$ cat config.mk
export PLATFORM = sky130hd
export DESIGN_NAME = bank_serializer
export DESIGN_NICKNAME = d
export VERILOG_FILES = /design/src/rtl/bank_serializer.sv
export SDC_FILE = /design/constraint.sdc
export NUM_CORES = 1
export LEC_CHECK = 0
export BUFFER_PORTS_ARGS = -buffer_cell sky130_fd_sc_hd__buf_2
export CORE_UTILIZATION = 40
export DETAILED_ROUTE_END_ITERATION = 10
export PLACE_DENSITY_LB_ADDON = 0.12
export SLEW_MARGIN = 10
export SYNTH_ARGS = -nofsm -noshare
export SYNTH_HDL_FRONTEND = slang
export SYNTH_SLANG_ARGS = --single-unit
$ cat constraint.sdc
create_clock -name clk_i -period 2.2 [get_ports clk_i]
set_clock_uncertainty 0.2 [all_clocks]
set_input_delay 0.22 -clock clk_i [delete_from_list [all_inputs] [get_ports clk_i]]
set_output_delay 0.22 -clock clk_i [all_outputs]
set_load 0.02 [all_outputs]
$ cat src/rtl/bank_serializer.sv
// Snapshots a parallel bank of DEPTH words on start_i and streams them out one word per transfer.
// Define BANK_SERIALIZER_SUM_EN to add sum_o, the running sum of the transferred words.
module bank_serializer #(
    parameter int WIDTH = 32,
    parameter int DEPTH = 4
) (
    input  logic                             clk_i,
    input  logic                             rst_n_i,
    input  logic                             start_i,
    input  logic [DEPTH-1:0][WIDTH-1:0]      data_i,
    input  logic                             ready_i,
    output logic                             valid_o,
    output logic [WIDTH-1:0]                 data_o,
    output logic [$clog2(DEPTH)-1:0]         index_o,
    output logic                             last_o,
    output logic                             busy_o,
`ifdef BANK_SERIALIZER_SUM_EN
    output logic                             done_o,
    output logic [WIDTH+$clog2(DEPTH)-1:0]   sum_o
`else
    output logic                             done_o
`endif
);

    localparam int IW = $clog2(DEPTH);
    localparam logic [IW-1:0] LAST_IDX = IW'(DEPTH - 1);

    typedef enum logic [1:0] {
        IDLE,
        SEND,
        DONE
    } state_t;

    state_t                        r_state;
    state_t                        w_state_nx;
    logic [IW-1:0]                 r_idx;
    logic [IW-1:0]                 w_idx_nx;
    logic [DEPTH-1:0][WIDTH-1:0]   r_snap;
    logic                          w_capture;

    always_comb begin
        w_state_nx = r_state;
        w_idx_nx   = r_idx;
        w_capture  = 1'b0;
        case (r_state)
            IDLE: begin
                if (start_i) begin
                    w_capture  = 1'b1;
                    w_idx_nx   = '0;
                    w_state_nx = SEND;
                end
            end
            SEND: begin
                if (ready_i) begin
                    if (r_idx == LAST_IDX) begin
                        w_state_nx = DONE;
                    end else begin
                        w_idx_nx = r_idx + 1'b1;
                    end
                end
            end
            DONE:    w_state_nx = IDLE;
            default: w_state_nx = IDLE;
        endcase
    end

    always_ff @(posedge clk_i or negedge rst_n_i) begin
        if (!rst_n_i) begin
            r_state <= IDLE;
            r_idx   <= '0;
        end else begin
            r_state <= w_state_nx;
            r_idx   <= w_idx_nx;
        end
    end

    always_ff @(posedge clk_i or negedge rst_n_i) begin
        if (!rst_n_i) begin
            r_snap <= '0;
        end else if (w_capture) begin
            r_snap <= data_i;
        end
    end

    // Outputs are registered from the next state; on capture the first word comes straight from data_i.
    always_ff @(posedge clk_i or negedge rst_n_i) begin
        if (!rst_n_i) begin
            valid_o <= 1'b0;
            busy_o  <= 1'b0;
            done_o  <= 1'b0;
            last_o  <= 1'b0;
            data_o  <= '0;
            index_o <= '0;
        end else begin
            valid_o <= (w_state_nx == SEND);
            busy_o  <= (w_state_nx != IDLE);
            done_o  <= (w_state_nx == DONE);
            last_o  <= (w_state_nx == SEND) && (w_idx_nx == LAST_IDX);
            if (w_state_nx == SEND) begin
                index_o <= w_idx_nx;
                data_o  <= w_capture ? data_i[0] : r_snap[w_idx_nx];
            end
        end
    end

`ifdef BANK_SERIALIZER_SUM_EN
    logic [WIDTH+IW-1:0] r_sum;

    always_ff @(posedge clk_i or negedge rst_n_i) begin
        if (!rst_n_i) begin
            r_sum <= '0;
        end else if (w_capture) begin
            r_sum <= '0;
        end else if (valid_o && ready_i) begin
            r_sum <= r_sum + (WIDTH + IW)'(data_o);
        end
    end

    assign sum_o = r_sum;
`endif

endmodule

Word-level counts from Yosys, hierarchy flattened

Index checks and enable logic that the tools add are counted.
W data, S select, Z words.

Flip-flop bits (word level): 170

$lt $le $gt $ge: 1
Muxes and demuxes: 13
Reductions and logical operators: 3
Eq/ne operators: 5
Add/sub/neg operators: 1

Operator list:

| kind                  | number |
|---|---|
| $bmux W32 S2          | 1 |
| $mux W32              | 2 |
| $mux W2               | 6 |
| $pmux W2 S2           | 2 |
| $eq A2 B2 Y1 const B  | 3 |
| $eq A2 B1 Y1 const B  | 2 |
| $lt A2 B3 Y1 const B  | 1 |
| $add A2 B1 Y2 const B | 1 |
| $logic_not A2 Y1      | 1 |
| $mux W1               | 2 |
| $reduce_bool A2 Y1    | 1 |
| $logic_and A1 B1 Y1   | 1 |

Longest topological paths before layout

Depth in word-level cells: 7
Depth in mapped cells: 9

Least setup slack after synthesis

Ideal clock, no wire load.

Path type: reg2reg
Start: reg r_state[0]
End: reg data_o[20]
Data required time: 1.848 ns
Path buffers: 2
Arrival time: 1.522 ns
Stages on the path, launching flop included: 8
Slack: 0.326 ns
Clock period less this slack: 1.874 ns
Path through: dfrtp_1 -> buf_6 -> nand2b_1 -> a21o_2 -> clkbuf_1 -> and3_1 -> a2111oi_4 -> a311oi_2

Longest elaborated chain between the ends: 5

Ends and longest elaborated chain:

| what                                                    | line | RTL |
|---|---|---|
| from (decl)                                             | 34   | `state_t r_state;` |
| from (signal assigned)                                  | 72   | `r_state <= w_state_nx;` |
| $eq A2 B1 Y1 / $logic_not A2 Y1 (equally long branches) | 45   | `case (r_state)` |
| $pmux W2 S2                                             | 45   |  |
| $bmux W32 S2                                            | 101  | `data_o <= w_capture ? data_i[0] : r_snap[w_idx_nx];` |
| $mux W32 (not written as such)                          | 101  |  |
| $mux W32                                                | 101  |  |
| to (signal assigned)                                    | 101  |  |
| to (decl)                                               | 13   | `output logic [WIDTH-1:0] data_o,` |

Several ways; a longest one is shown, not always the timed one. The select of a mux whose other input is x is not followed.
A chain may end at the register's enable or synchronous reset.

Worst setup path in the final report

Start: in ready_i
End: reg data_o[7]

Longest elaborated chain between the ends: 5

Ends and longest elaborated chain:

| what                           | line | RTL |
|---|---|---|
| from (decl)                    | 11   | `input logic ready_i,` |
| $mux W2                        | 54   | `if (ready_i) begin` |
| $pmux W2 S2                    | 45   |  |
| $bmux W32 S2                   | 101  |  |
| $mux W32 (not written as such) | 101  |  |
| $mux W32                       | 101  |  |

Several ways; a longest one is shown, not always the timed one. The select of a mux whose other input is x is not followed.

==> results by group <==
Detailed routing
  • Drt wl/cell: about 17 um
  • DRT antenna net count: 0
  • Met2 wire length: ~11 mm
  • DRC Markers: 0
  • Met3 wire len: a little under 900 um
  • Top routing layer in use: met4
  • Pre-antenna DRT Iters: 4
  • DRT Wirelength: between 20 and 25 mm
  • DRT met1 WL: 10.73 mm
  • DRT iter0 DRCs: roughly 360
  • DR vias: 6834
  • Vias per cell: between 4 and 5

Layout
  • Synth-to-layout area growth: 38.59%
  • Nets: roughly 1200
  • Fill cells: 1773
  • # diodes: 0
  • Share of cells above drive strength 1: 0.2575
  • Final instance area: between 0.01 and 0.015 sq mm
  • Fin util: 0.5650

Placed design
  • Final Wtd Congestion: slightly below 0.8
  • Dpl cell area: between 0.009 and 0.01 sq mm
  • Dpl hpwl: roughly 14 mm
  • Port-buffer cells: ~170
  • Dpl ws: approximately 0.08 ns

Timing
  • Max_slew headroom: 0.7284
  • Fin crit share: 0.9365
  • Finish-stage setup viols: 0
  • Minimum clock period after layout: 2.060 ns
  • TNS Setup: 0 ns
  • Fmax: approximately 490 MHz
  • Worst-Margin Slew: a little over 0.4 ns
  • Max Slew Vio Count: 0
  • RSZ-0062 raised after global routing: false
  • Final worst setup slack: approximately 0.14 ns
  • Final Hold Viols: 0

Setup path
  • Critical Path AT: 2.16 ns
  • Critical Path Sink Type: flip-flop
  • Crit Path Class: in -> reg
  • Crit-path max FO: 12
  • CP Data Required Time: ~2.3 ns
  • Critical Path Source Type: input port

Clocking
  • Max Root-Sink Buffers: 2
  • Num Clock Sinks: 170
  • CTS tree: built
  • Total CTS buffers: 17
  • CTS clk-pin slew, worst paths: ~0.070 ns
  • H-tree levels: 4
  • Clk root buf: clkbuf_16
  • Worst-skew pair later-pin latency: about 0.43 ns

Die
  • Die width: between 100 and 150 um
  • Die Height: ~140 um
  • Initial core utilization: 0.4077
  • Die area: just over 0.02 sq mm
  • Site row count: 51
  • I/O Pins: 170
  • Core Area: about 0.019 sq mm

Logic synthesis
  • Mapped Area: 0.007909 sq mm
  • Register area share after synthesis: 0.5379
  • Top post-synthesis cells by area: dfrtp_1 (54%), nand2_1 (17%), a2111oi_4 (3.5%), a2111oi_2 (3.4%), a21o_1 (3.1%)
  • Synth unique cells: 35
  • Synth Flop Type: dfrtp_1
  • Post-synth EDFFs: 0
  • Register bit total from synthesis: 170
  • Async S/R FF share, synth: 1.000
  • Synth area leader: dfrtp_1
  • Syn Area/Cell: just under 10 sq um
  • Area share of the largest cell type after synthesis: 0.5379
  • YS warnings: 0
  • Syn Inst Count: 805
  • Synthesized Nets: ~940

Global routing
  • Pin count of the biggest net entering global routing: between 60 and 70
  • GR Overflow Total: 0
  • Antenna violations before repair: 0
  • First-pass GRT wire length: approximately 37 mm
  • Vias in the first global route: roughly 7000
  • Total track usage: 0.2348

Pwr
  • Sw frac: 0.4096
  • Static leakage: about 5.5 nW
  • Gate power share: 0.453
  • Clock share of power: 0.184
  • Sw Pwr: approximately 6.4 mW
  • Int Pwr: between 9 and 10 mW
  • Pwr Density: approximately 1400 mW/mm^2
  • VDD IR max: about 0.77 mV
  • Share of power burned in registers: 0.363

Hold path
  • Hold Crit Class: in -> async

Run status
  • Run status: finished clean

Run
  • Max Cap Viol: 0
Yosys cell counts (2+ instances only):
cell type / instances
a311oi_2: 12
buf_6: 5
a21o_1: 33
o21ai_0: 2
nor2_1: 6
clkbuf_1: 25
nand2_1: 355
buf_2: 21
buf_4: 7
o22ai_1: 32
and3_1: 32
dfrtp_1: 170
and2_1: 33
o21a_1: 3
a2111oi_1: 3
a311oi_1: 20
a2111oi_2: 18
xnor2_1: 2
a2111oi_4: 10
final timing paths:
check	start	to	slack (ns)	cells past startpoint
worst max-delay path	ready_i	data_o[7]$_DFFE_PN0N_	0.14	8
worst min-delay path	rst_n_i	r_snap[64]$_DFFE_PN0P_	0.07	2
worst max register to register	r_idx[1]$_DFF_PN0_	data_o[26]$_DFFE_PN0N_	0.14	6
worst min register to register	r_snap[41]$_DFFE_PN0P_	r_snap[41]$_DFFE_PN0P_	0.26	2
max in group asynchronous	rst_n_i	r_idx[1]$_DFF_PN0_	1.02	3
min in group clk_i	r_snap[41]$_DFFE_PN0P_	r_snap[41]$_DFFE_PN0P_	0.26	2
layer usage:
metal  up-vias  GRT usage
met2       164     0.3849
met1      3337     0.3185
met4         0    0.06225
met3        23    0.04427
met5         -          0
li1       3310          -
stage by stage:
step                total power, mW  instances  hold slack, ns
floorplan                     10.55        805         -0.2756
global placement              12.46       1209        -0.03551
detailed placement            12.57       1209        -0.04147
CTS                           15.63       1372         0.07669
global route                  16.58       1372          0.1079
finish                        15.53       1372         0.06986
final cells by class:
class / count / area [sq um] / share of cell area
multi-input cells: 573 / 3313 / 0.3023
inverters: 2 / 12.51 / 0.001142
well taps: 265 / 331.6 / 0.03025
clock buffers: 20 / 466.7 / 0.04258
clock inverters: 12 / 91.34 / 0.008333
flip-flops and latches: 170 / 4257 / 0.3884
repair buffers: 330 / 2489 / 0.2271
flip-flops by register name, summed over array words and instances (netlist names):
signal   flops
data_o      32
busy_o       1
r_idx        2
r_state      2
valid_o      1
r_snap     128
index_o      2
done_o       1
last_o       1
what timing repair did:
item / 4_1_cts / 5_1_grt
resized for setup: 0 / 3
buffers inserted: 0 / 0
endpoints found under the hold margin: 332 / 0
hold buffers: 131 / 0
setup endpoints to repair: 0 / 4
critical path, stage by stage:
cell and delay, ns:
dlygate4sd3_1 0.57, buf_2 0.17, nand2_2 0.15, nand3b_1 0.09, a21o_2 0.24, buf_4 0.21, a2111oi_1 0.43, a311oi_1 0.08
cells in the final DEF (no fill, tap or decap), types with 2 or more instances in the layout:
cell             n
clkinv_2         3
a2111oi_4       10
dfrtp_2          2
o21a_1           3
a21o_1          32
clkbuf_16       17
a2111oi_2       18
clkinv_4         5
clkinvlp_4       2
nor2_1           6
buf_4           22
dlygate4sd3_1  131
clkbuf_8         3
a311oi_1        20
and3_1          32
dfrtp_1        168
o22ai_1         32
nand2_1        355
inv_6            3
a21o_2           2
buf_2          168
buf_12           8
a311oi_2        12
xnor2_1          2
and2_1          32
o21ai_0          2
a2111oi_1        4
kinds of logic after synthesis:
family	count (synthesis)	synth area share
compound gates	136	0.1826
xor+xnor	2	0.002215
buf+inv	62	0.04493
flops	170	0.5379
mux	1	0.001424
simple gates	434	0.2310
power by group through the flow:
| stage | registers (mW) | clock network, mW | logic [mW] |
|---|---|---|---|
| detailed placement | 5.66 | 0 | 6.90 |
| floorplan | 5.82 | 0 | 4.73 |
| global route | 5.80 | 3.01 | 7.76 |
| finish | 5.64 | 2.85 | 7.03 |
| CTS | 5.64 | 2.90 | 7.10 |
| global placement | 5.68 | 0 | 6.78 |
No activity file was read; power rests on OpenSTA's default activity.
